$ cat src/rtl/uart_rx_led_app.sv
// 8N1 UART receiver driving a one-hot LED command display with an idle timeout
// and a heartbeat toggled by '.' characters.
module uart_rx_led_app #(
  parameter int CLKS_PER_BIT = 868,
  parameter int TIMEOUT_CLKS = 300_000_000
) (
  input  logic       clk_i,
  input  logic       rst_n_i,
  input  logic       uart_rx_data_i,
  output logic [7:0] rx_byte_o,
  output logic       rx_valid_o,
  output logic       rx_frame_err_o,
  output logic       rx_active_o,
  output logic [3:0] led_o,
  output logic       heartbeat_o,
  output logic       bad_char_o
);

  localparam int CNT_W = (CLKS_PER_BIT > 1) ? $clog2(CLKS_PER_BIT) : 1;
  localparam int TMO_W = $clog2(TIMEOUT_CLKS);
  localparam logic [CNT_W-1:0] CNT_MAX = CNT_W'(CLKS_PER_BIT - 1);
  localparam logic [CNT_W-1:0] CNT_MID = CNT_W'((CLKS_PER_BIT - 1) / 2);
  localparam logic [TMO_W-1:0] TMO_MAX = TMO_W'(TIMEOUT_CLKS - 1);

  typedef enum logic [2:0] {
    S_IDLE      = 3'd0,
    S_START     = 3'd1,
    S_DATA      = 3'd2,
    S_STOP      = 3'd3,
    S_WAIT_HIGH = 3'd4
  } state_t;

  logic             sync1_r, sync2_r;
  state_t           state_r, state_s;
  logic [CNT_W-1:0] cnt_r, cnt_s;
  logic [2:0]       idx_r, idx_s;
  logic [7:0]       shift_r, shift_s;
  logic [7:0]       byte_r, byte_s;
  logic             valid_r, valid_s;
  logic             ferr_r, ferr_s;
  logic             active_r;
  logic [TMO_W-1:0] tmo_r, tmo_s;
  logic [3:0]       led_r, led_s;
  logic             hb_r, hb_s;
  logic             bad_r, bad_s;

  // Two-flop synchronizer; idles high so reset looks like an idle line.
  always_ff @(posedge clk_i or negedge rst_n_i) begin
    if (!rst_n_i) begin
      sync1_r <= 1'b1;
      sync2_r <= 1'b1;
    end else begin
      sync1_r <= uart_rx_data_i;
      sync2_r <= sync1_r;
    end
  end

  // Receiver next-state, sampling and pulse generation.
  always_comb begin
    state_s = state_r;
    cnt_s   = cnt_r;
    idx_s   = idx_r;
    shift_s = shift_r;
    byte_s  = byte_r;
    valid_s = 1'b0;
    ferr_s  = 1'b0;
    case (state_r)
      S_IDLE: begin
        cnt_s = '0;
        idx_s = 3'd0;
        if (!sync2_r) state_s = S_START;
        else          state_s = S_IDLE;
      end
      S_START: begin
        if (cnt_r == CNT_MID) begin
          cnt_s = '0;
          if (!sync2_r) state_s = S_DATA;
          else          state_s = S_IDLE;
        end else begin
          cnt_s = cnt_r + CNT_W'(1);
        end
      end
      S_DATA: begin
        if (cnt_r == CNT_MAX) begin
          cnt_s          = '0;
          shift_s[idx_r] = sync2_r;
          if (idx_r == 3'd7) begin
            idx_s   = 3'd0;
            state_s = S_STOP;
          end else begin
            idx_s = idx_r + 3'd1;
          end
        end else begin
          cnt_s = cnt_r + CNT_W'(1);
        end
      end
      S_STOP: begin
        if (cnt_r == CNT_MAX) begin
          cnt_s = '0;
          if (sync2_r) begin
            byte_s  = shift_r;
            valid_s = 1'b1;
            state_s = S_IDLE;
          end else begin
            ferr_s  = 1'b1;
            state_s = S_WAIT_HIGH;
          end
        end else begin
          cnt_s = cnt_r + CNT_W'(1);
        end
      end
      S_WAIT_HIGH: begin
        cnt_s = '0;
        if (sync2_r) state_s = S_IDLE;
        else         state_s = S_WAIT_HIGH;
      end
      default: begin
        state_s = S_IDLE;
        cnt_s   = '0;
        idx_s   = 3'd0;
      end
    endcase
  end

  // Receiver state and output registers.
  always_ff @(posedge clk_i or negedge rst_n_i) begin
    if (!rst_n_i) begin
      state_r  <= S_IDLE;
      cnt_r    <= '0;
      idx_r    <= 3'd0;
      shift_r  <= 8'h00;
      byte_r   <= 8'h00;
      valid_r  <= 1'b0;
      ferr_r   <= 1'b0;
      active_r <= 1'b0;
    end else begin
      state_r  <= state_s;
      cnt_r    <= cnt_s;
      idx_r    <= idx_s;
      shift_r  <= shift_s;
      byte_r   <= byte_s;
      valid_r  <= valid_s;
      ferr_r   <= ferr_s;
      active_r <= (state_s != S_IDLE);
    end
  end

  // Command decode and idle timeout; a valid byte always beats the timeout.
  always_comb begin
    led_s = led_r;
    hb_s  = hb_r;
    bad_s = 1'b0;
    tmo_s = tmo_r;
    if (valid_r) begin
      tmo_s = '0;
      case (byte_r)
        8'h61:   led_s = 4'b0001;
        8'h62:   led_s = 4'b0010;
        8'h63:   led_s = 4'b0100;
        8'h64:   led_s = 4'b1000;
        8'h2E:   hb_s  = ~hb_r;
        default: bad_s = 1'b1;
      endcase
    end else begin
      if (tmo_r != TMO_MAX) tmo_s = tmo_r + TMO_W'(1);
      else                  tmo_s = tmo_r;
      if (tmo_s == TMO_MAX) led_s = 4'b0000;
      else                  led_s = led_r;
    end
  end

  // Display registers.
  always_ff @(posedge clk_i or negedge rst_n_i) begin
    if (!rst_n_i) begin
      tmo_r <= '0;
      led_r <= 4'b0000;
      hb_r  <= 1'b0;
      bad_r <= 1'b0;
    end else begin
      tmo_r <= tmo_s;
      led_r <= led_s;
      hb_r  <= hb_s;
      bad_r <= bad_s;
    end
  end

  assign rx_byte_o      = byte_r;
  assign rx_valid_o     = valid_r;
  assign rx_frame_err_o = ferr_r;
  assign rx_active_o    = active_r;
  assign led_o          = led_r;
  assign heartbeat_o    = hb_r;
  assign bad_char_o     = bad_r;

endmodule

$ cat config.mk
export PLATFORM = sky130hd
export DESIGN_NAME = uart_rx_led_app
export DESIGN_NICKNAME = d
export VERILOG_FILES = /design/src/rtl/uart_rx_led_app.sv
export SDC_FILE = /design/constraint.sdc
export NUM_CORES = 1
export LEC_CHECK = 0
export CAP_MARGIN = 20
export CORE_ASPECT_RATIO = 1.5
export CORE_MARGIN = 3
export CORE_UTILIZATION = 30
export DETAILED_ROUTE_END_ITERATION = 10
export PLACE_DENSITY = 0.48
export SLEW_MARGIN = 15
export SYNTH_ARGS = -nofsm -noshare
export SYNTH_HDL_FRONTEND = slang
export SYNTH_SLANG_ARGS = --single-unit
$ cat constraint.sdc
create_clock -name clk_i -period 4.7 [get_ports clk_i]
set_input_delay 0.94 -clock clk_i [delete_from_list [all_inputs] [get_ports clk_i]]
set_output_delay 0.94 -clock clk_i [all_outputs]
set_load 0.02 [all_outputs]
==> impl_metrics.env, run 1 <==
export IMPL_run_status="completed"
export IMPL_finalInstanceArea_um2=4467
export IMPL_cell_type_with_the_largest_total_area_after_synthesis="dfrtp_1"
export IMPL_crit_end="led_o[1]"
export IMPL_syn_area_per_cell_um2=9.702
export IMPL_first_global_vias=3044
export IMPL_synthTopCellsByArea="dfrtp_1, nor2_1, mux2_2"
export IMPL_post_dp_cell_area_um2=4163
export IMPL_number_of_gates_resized_after_cts=0
export IMPL_routed_vias=2975
export IMPL_cp_start_kind="flip-flop"
export IMPL_rsz_0062_raised_after_global_routing="no"
export IMPL_dominantRegCellSynth="dfrtp_1"
export IMPL_cp_data_required_time_ps=4890
export IMPL_cts_root_to_sink_buffers=2
export IMPL_clk_pin_slew_ps=60
export IMPL_largest_net_degree_at_the_start_of_global_routing=73
export IMPL_setup_ws_post_layout_ps=1650
export IMPL_grt_antenna_before_repair=0
export IMPL_num_nets_final=422
export IMPL_critical_path_cell_chain="ha_1, nand3_1, nor4_1, nand4_1, xnor2_1, nor3_1, nand4_1, nor4b_2, o22ai_1"
export IMPL_placeable_core_region_um2=12700
export IMPL_wl_per_cell_um=14.99
export IMPL_crit_type="reg2reg"
export IMPL_report_final_hold_viol_count=0
export IMPL_drt_first_pass_iters=4
export IMPL_timing_critical_path_slowest_cell_delay_ps=590
export IMPL_syn2layout_area_growth_pct=13.12
export IMPL_holdCritPathClass="reg2reg"
export IMPL_p_per_area_nw_per_um2=297.4
export IMPL_dp_cells=559
export IMPL_drive_above_1_share_pct=12.65
export IMPL_n_fill_cell=1295
export IMPL_antenna_cells=0
export IMPL_gp_congestion=0.8497
export IMPL_number_of_enable_flip_flop_cells_after_synthesis=0
export IMPL_crit_fanout=8
export IMPL_dr_first_iter_drc_count=137
export IMPL_die_area_um2=14600
export IMPL_yosysSeqAreaShare_pct=45.69
export IMPL_timing_max_cap_violations=0
export IMPL_count_of_unresolved_drc_violations_after_routing=0
export IMPL_post_cts_hold_buffer_count=0
export IMPL_regToRegSetupSlack_ps=1650
export IMPL_clock_sinks=72
export IMPL_io_pins=20
export IMPL_crit_slowest_cell="nor4_1"
export IMPL_synth_ff_latch_count=72
export IMPL_fin_tns_setup_ps=0
export IMPL_dpl_worst_slack_ps=1643
export IMPL_timing_clock_skew_ps=5.875
export IMPL_synth_top_area_share_pct=44.36
export IMPL_netlist_cell_types=55
export IMPL_crit_path_start="tmo_r[0]"
export IMPL_grt_remaining_overflow=0
export IMPL_ir_worst_vdd_mv=0.2232
export IMPL_root_buffer="clkbuf_16"
export IMPL_async_reset_ff_share_pct=100.0
export IMPL_crit_arrival_ps=3240
export IMPL_clock_tree_htree_level_count=3
export IMPL_ff2ff_path_depth=9
export IMPL_initial_utilization_pct=31.09
export IMPL_crit_top_cell="nand4_1"
export IMPL_slew_viol_final=0
export IMPL_synth_warnings=0
export IMPL_count_of_mapped_cells_out_of_synthesis=407
export IMPL_worst_skew_pair_late_latency_ps=330
export IMPL_min_period_over_period_pct=64.90
export IMPL_first_pass_grt_wire_length_um=14840
export IMPL_power_leakage_nw=1.886
export IMPL_r2r_start="tmo_r[0]"
export IMPL_syn_num_nets=415
export IMPL_final_instance_count_excl_fill=575
export IMPL_fin_util_pct=35.17
export IMPL_cts_made_buffers=9
export IMPL_die_w_um=99.68
export IMPL_timing_rr_end="led_o[1]"
export IMPL_place_port_buffers=19
export IMPL_post_dp_hpwl_um=6141
export IMPL_setup_viol_count_final=0
export IMPL_floorplan_rows=50
export IMPL_fmax_mhz=327.9
export IMPL_global_route_usage_total_pct=12.63
export IMPL_routed_via_density=5.174
export IMPL_post_cts_setup_buffer_count=0
export IMPL_slew_headroom_pct=38.53
export IMPL_tightestPinTransition_ps=922.1
export IMPL_antenna_violating_nets_post_route=0
export IMPL_synthesis_area_um2=3949
export IMPL_endpoint_kind="flip-flop"
export IMPL_period_needed_ps=3050
export IMPL_cts_tree="yes"
export IMPL_die_h_um=146.5
export IMPL_totalWireLength_um=8621
[kinds of logic (layout without fill, tap and decap cells)]
logic type	Yosys count	in the layout	synth area share [%]
AND/OR/NAND/NOR	205	205	27.69
buffers and inverters	28	40	4.848
flip-flops	72	72	45.69
adder cells (fa/ha/maj)	5	5	1.584
AO/OA/AOI/OAI	41	41	6.686
multiplexers	18	18	5.070
XOR/XNOR	38	38	8.428
[report_power, final]
part,internal [mW],total [mW],switching [mW]
clock network,0.416,0.692,0.275
logic,0.00145,0.0134,0.0120
registers,0.621,0.623,0.00172
[layout make-up]
type	count	area [um^2]	area share (%)
clock inverter	7	78.83	1.765
timing repair buffer	20	195.2	4.370
inverter	4	15.01	0.3361
multi-input combinational	307	1953	43.73
sequential	72	1804	40.39
clock buffer	9	225.2	5.042
tap	156	195.2	4.370
[cell usage after synthesis (2+ instances only)]
cell type / count
a211oi_1: 2
a21oi_1: 8
a22oi_1: 2
a31oi_1: 4
and2_1: 2
and3_1: 8
and4_1: 3
buf_4: 3
buf_6: 7
buf_8: 2
clkbuf_1: 12
dfrtp_1: 70
dfstp_2: 2
ha_1: 5
inv_1: 4
mux2_2: 16
mux2i_1: 2
nand2_1: 38
nand2b_1: 6
nand3_1: 15
nand4_1: 16
nand4b_1: 2
nor2_1: 63
nor2b_1: 3
nor3_1: 16
nor3b_1: 3
nor4_1: 3
nor4_4: 2
nor4b_1: 4
o21ai_0: 10
o21ai_1: 2
o22ai_1: 6
or2_2: 3
or3_1: 5
or4_1: 2
xnor2_1: 20
xor2_1: 18
[layer usage]
layer / track usage [%] / wire (um) / share of wire (%) / up-vias
met5: 0 / 0 / 0 / -
met4: 6.015 / 237 / 2.7 / 0
met3: 2.820 / 219 / 2.5 / 18
met2: 22.19 / 4620 / 54 / 37
met1: 14.19 / 3544 / 41 / 1482
li1: - / - / - / 1438
[worst max-delay path: cells and delay by family, from the launching register on]
family / cells / cell delay [ps]
simple gates: 6 / 1830
fa+ha+maj: 1 / 300
compound gates: 1 / 130
flops: 1 / 480
xor+xnor: 1 / 170
[how the worst min path moves through the flow]
stage                       start       to  slack (ps)  cells past startpoint
after global placement    sync1_r  sync2_r         350                      0
after global routing      sync1_r  sync2_r         360                      0
after CTS                 sync1_r  sync2_r         360                      0
final                     sync1_r  sync2_r         360                      0
after floorplan           sync1_r  sync2_r         350                      0
after detailed placement  sync1_r  sync2_r         350                      0
[stage by stage]
step,power (mW),hold slack (ps)
after global placement,0.6492,346.6
after floorplan,0.6344,345.2
final,1.328,356.9
after detailed placement,0.6496,348.4
after global routing,1.385,359.0
after CTS,1.359,357.4
[placed cells by master (no fill, tap or decap), drive strengths merged, types with 2 or more instances in the layout]
cell	Yosys	layout
nor3b	3	3
ha	5	5
clkbuf	12	9
mux2i	2	2
or3	5	5
dfrtp	70	70
and4	4	4
or2b	2	2
dfstp	2	2
o22ai	6	6
clkdlybuf4s50	0	18
and3	9	9
a211oi	2	2
or2	3	3
nor4	6	6
or4	2	2
a31oi	4	4
xor2	18	18
nor2b	3	3
buf	12	2
clkinvlp	0	3
nand4b	2	2
nand4	17	17
nand2b	6	6
mux2	16	16
inv	4	7
nand2	39	39
and2	2	2
nor4b	5	5
nor3	16	16
xnor2	20	20
o21ai	12	12
a21oi	8	8
nand3	16	16
nor2	63	63
a22oi	2	2
[registers in the layout, indices dropped and copies added, names as in the netlist, 3 cells and up]
| name | flops |
|---|---|
| idx_r | 3 |
| cnt_r | 10 |
| tmo_r | 29 |
| rx_byte_o | 8 |
| led_o | 4 |
| state_r | 3 |
| shift_r | 8 |
Note: power is estimated with default switching activity, not from simulation.
==> inputs of run 2 (changes only) <==
- PLACE_DENSITY: 0.48 -> 0.49
- clock period: 4.7 -> 2.8 ns (I/O delays scaled with it)
==> run 2 against run 1 <==
  * Clock skew barely moved
  * Flip-flop and latch count did not move
  * Utilization rose by 2.6 points
  * Final cell count rose by 4.7%
  * Global-route usage barely moved
  * Wire length rose by 2.6%
  * Final area rose by 7.5%
  * Setup slack got worse by 1500 ps
  * Via count rose by 2.7%
  * Sequential share of layout area fell by 2.6 points
  * Combinational power rose by 68%
  * Highest routed layer unchanged
==> impl_metrics.env, run 2 (synthesis results as in run 1) <==
export IMPL_die_area_um2=14600
export IMPL_biggest_register="tmo_r"
export IMPL_number_of_flip_flops_under_the_largest_register_name=29
export IMPL_clock_sinks=72
export IMPL_timing_critical_path_slowest_cell_delay_ps=420
export IMPL_crit_arrival_ps=2870
export IMPL_floorplan_rows=50
export IMPL_gp_congestion=0.8202
export IMPL_run_status="completed"
export IMPL_mostFrequentLayoutCell="dfrtp_1"
export IMPL_io_pins=20
export IMPL_period_needed_ps=2666
export IMPL_regToRegSetupSlack_ps=130
export IMPL_reg_largest_list="tmo_r x29, cnt_r x10"
export IMPL_root_buffer="clkbuf_16"
export IMPL_holdCritPathClass="reg2reg"
export IMPL_critical_path_cell_chain="and4_4, nand2_4, or3_1, o31a_2, nor4_4, nand4_1, nor4b_4, o21ai_1"
export IMPL_cts_made_buffers=9
export IMPL_post_dp_hpwl_um=6249
export IMPL_largest_net_degree_at_the_start_of_global_routing=73
export IMPL_antenna_violating_nets_post_route=0
export IMPL_grt_antenna_before_repair=0
export IMPL_clock_tree_htree_level_count=3
export IMPL_count_of_unresolved_drc_violations_after_routing=0
export IMPL_global_route_usage_total_pct=12.59
export IMPL_dr_first_iter_drc_count=112
export IMPL_antenna_cells=0
export IMPL_fin_tns_setup_ps=0
export IMPL_tightestPinTransition_ps=925.4
export IMPL_cp_data_required_time_ps=3000
export IMPL_routed_vias=3055
export IMPL_fmax_mhz=375.1
export IMPL_timing_max_cap_violations=0
export IMPL_post_dp_cell_area_um2=4328
export IMPL_slew_headroom_pct=38.31
export IMPL_first_global_vias=3133
export IMPL_totalWireLength_um=8843
export IMPL_die_h_um=146.5
export IMPL_setup_viol_count_final=0
export IMPL_cts_tree="yes"
export IMPL_timing_clock_skew_ps=5.377
export IMPL_crit_slowest_cell="dfrtp_2"
export IMPL_first_pass_grt_wire_length_um=14890
export IMPL_routed_via_density=5.075
export IMPL_die_w_um=99.68
export IMPL_min_period_over_period_pct=95.22
export IMPL_syn2layout_area_growth_pct=21.55
export IMPL_endpoint_kind="flip-flop"
export IMPL_rsz_0062_raised_after_global_routing="no"
export IMPL_final_instance_count_excl_fill=602
export IMPL_crit_fanout=9
export IMPL_slew_viol_final=0
export IMPL_cp_start_kind="flip-flop"
export IMPL_drt_first_pass_iters=4
export IMPL_clk_pin_slew_ps=60
export IMPL_place_port_buffers=19
export IMPL_grt_remaining_overflow=0
export IMPL_report_final_hold_viol_count=0
export IMPL_initial_utilization_pct=31.09
export IMPL_num_nets_final=449
export IMPL_worst_skew_pair_late_latency_ps=330
export IMPL_power_leakage_nw=2.084
export IMPL_drive_above_1_share_pct=20.85
export IMPL_layout_cells_most_common_list="dfrtp_1, nor2_1, nand2_1"
export IMPL_post_cts_hold_buffer_count=0
export IMPL_dp_cells=581
export IMPL_crit_type="reg2reg"
export IMPL_ir_worst_vdd_mv=0.4752
export IMPL_finalInstanceArea_um2=4800
export IMPL_wl_per_cell_um=14.69
export IMPL_placeable_core_region_um2=12700
export IMPL_p_per_area_nw_per_um2=502.8
export IMPL_cts_root_to_sink_buffers=2
[run 2: cell types whose count changed in the layout (fill, tap and decap cells not counted), sizes merged]
cell      previous run  this run
buf                  2        29
bufinv               1         3
clkinv               0         2
clkinvlp             3         0
inv                  7         6
[run 2: power breakdown]
part / internal [mW] / leakage (nW) / total, mW / switching (mW)
clock: 0.883 / 0.172 / 1.34 / 0.462
sequential: 1.04 / 0.957 / 1.05 / 0.00284
combinational: 0.00243 / 0.954 / 0.0225 / 0.0201
total: 1.93 / 2.08 / 2.41 / 0.485
[run 2: path summary, 6_finish.rpt]
kind | from | endpoint | cells past startpoint
max | tmo_r[0] | led_o[2] | 8
min | sync1_r | sync2_r | 0
max reg2reg | tmo_r[0] | led_o[2] | 8
min reg2reg | sync1_r | sync2_r | 0
max in group asynchronous | rst_n_i | tmo_r[3] | 1
min in group asynchronous | rst_n_i | tmo_r[12] | 1
[run 2: per-stage QoR]
step,hold WS (ps),power [mW],util (%),setup slack [ps]
after floorplan,264.4,1.065,-,204.2
after detailed placement,348.2,1.090,34.08,-78.92
after CTS,356.7,2.450,37.07,1.146
after global routing,361.9,2.497,37.79,9.203
after global placement,346.7,1.090,34.08,-68.73
final,355.3,2.413,37.79,133.9
[run 2: what timing repair did]
action                                  CTS  global route
pin swaps                                 0             5
buffers inserted                          0             5
endpoints found under the setup margin    4             4
gates resized for setup                   4            14
[run 2: area by class of cell]
type / count / area, um^2
Sequential cell: 72 / 1812
Multi-Input combinational cell: 307 / 2027
Inverter: 4 / 15.01
Clock inverter: 7 / 127.6
Timing Repair Buffer: 47 / 397.9
Fill cell: 1282 / 7900
Clock buffer: 9 / 225.2
Tap cell: 156 / 195.2
[run 2: routing by layer]
layer	share of wire, %	track usage [%]	wire length [um]	vias to the layer above
met2	54	22.29	4755	42
li1	-	-	-	1491
met4	2.1	5.537	183	0
met1	42	14.39	3682	1510
met5	0	0	0	-
met3	2.5	2.486	222	12
[run 2: critical path, delay by kind of cell (launching register included)]
kind	cells	cell delay, ps
simple gates	6	1630
compound gates	2	500
flops	1	420
==> inputs of run 3 (changes only) <==
- SLEW_MARGIN: 15 -> not set
==> results of run 3 <==
No change in the layout: final DEF, timing and power equal those of run 2.
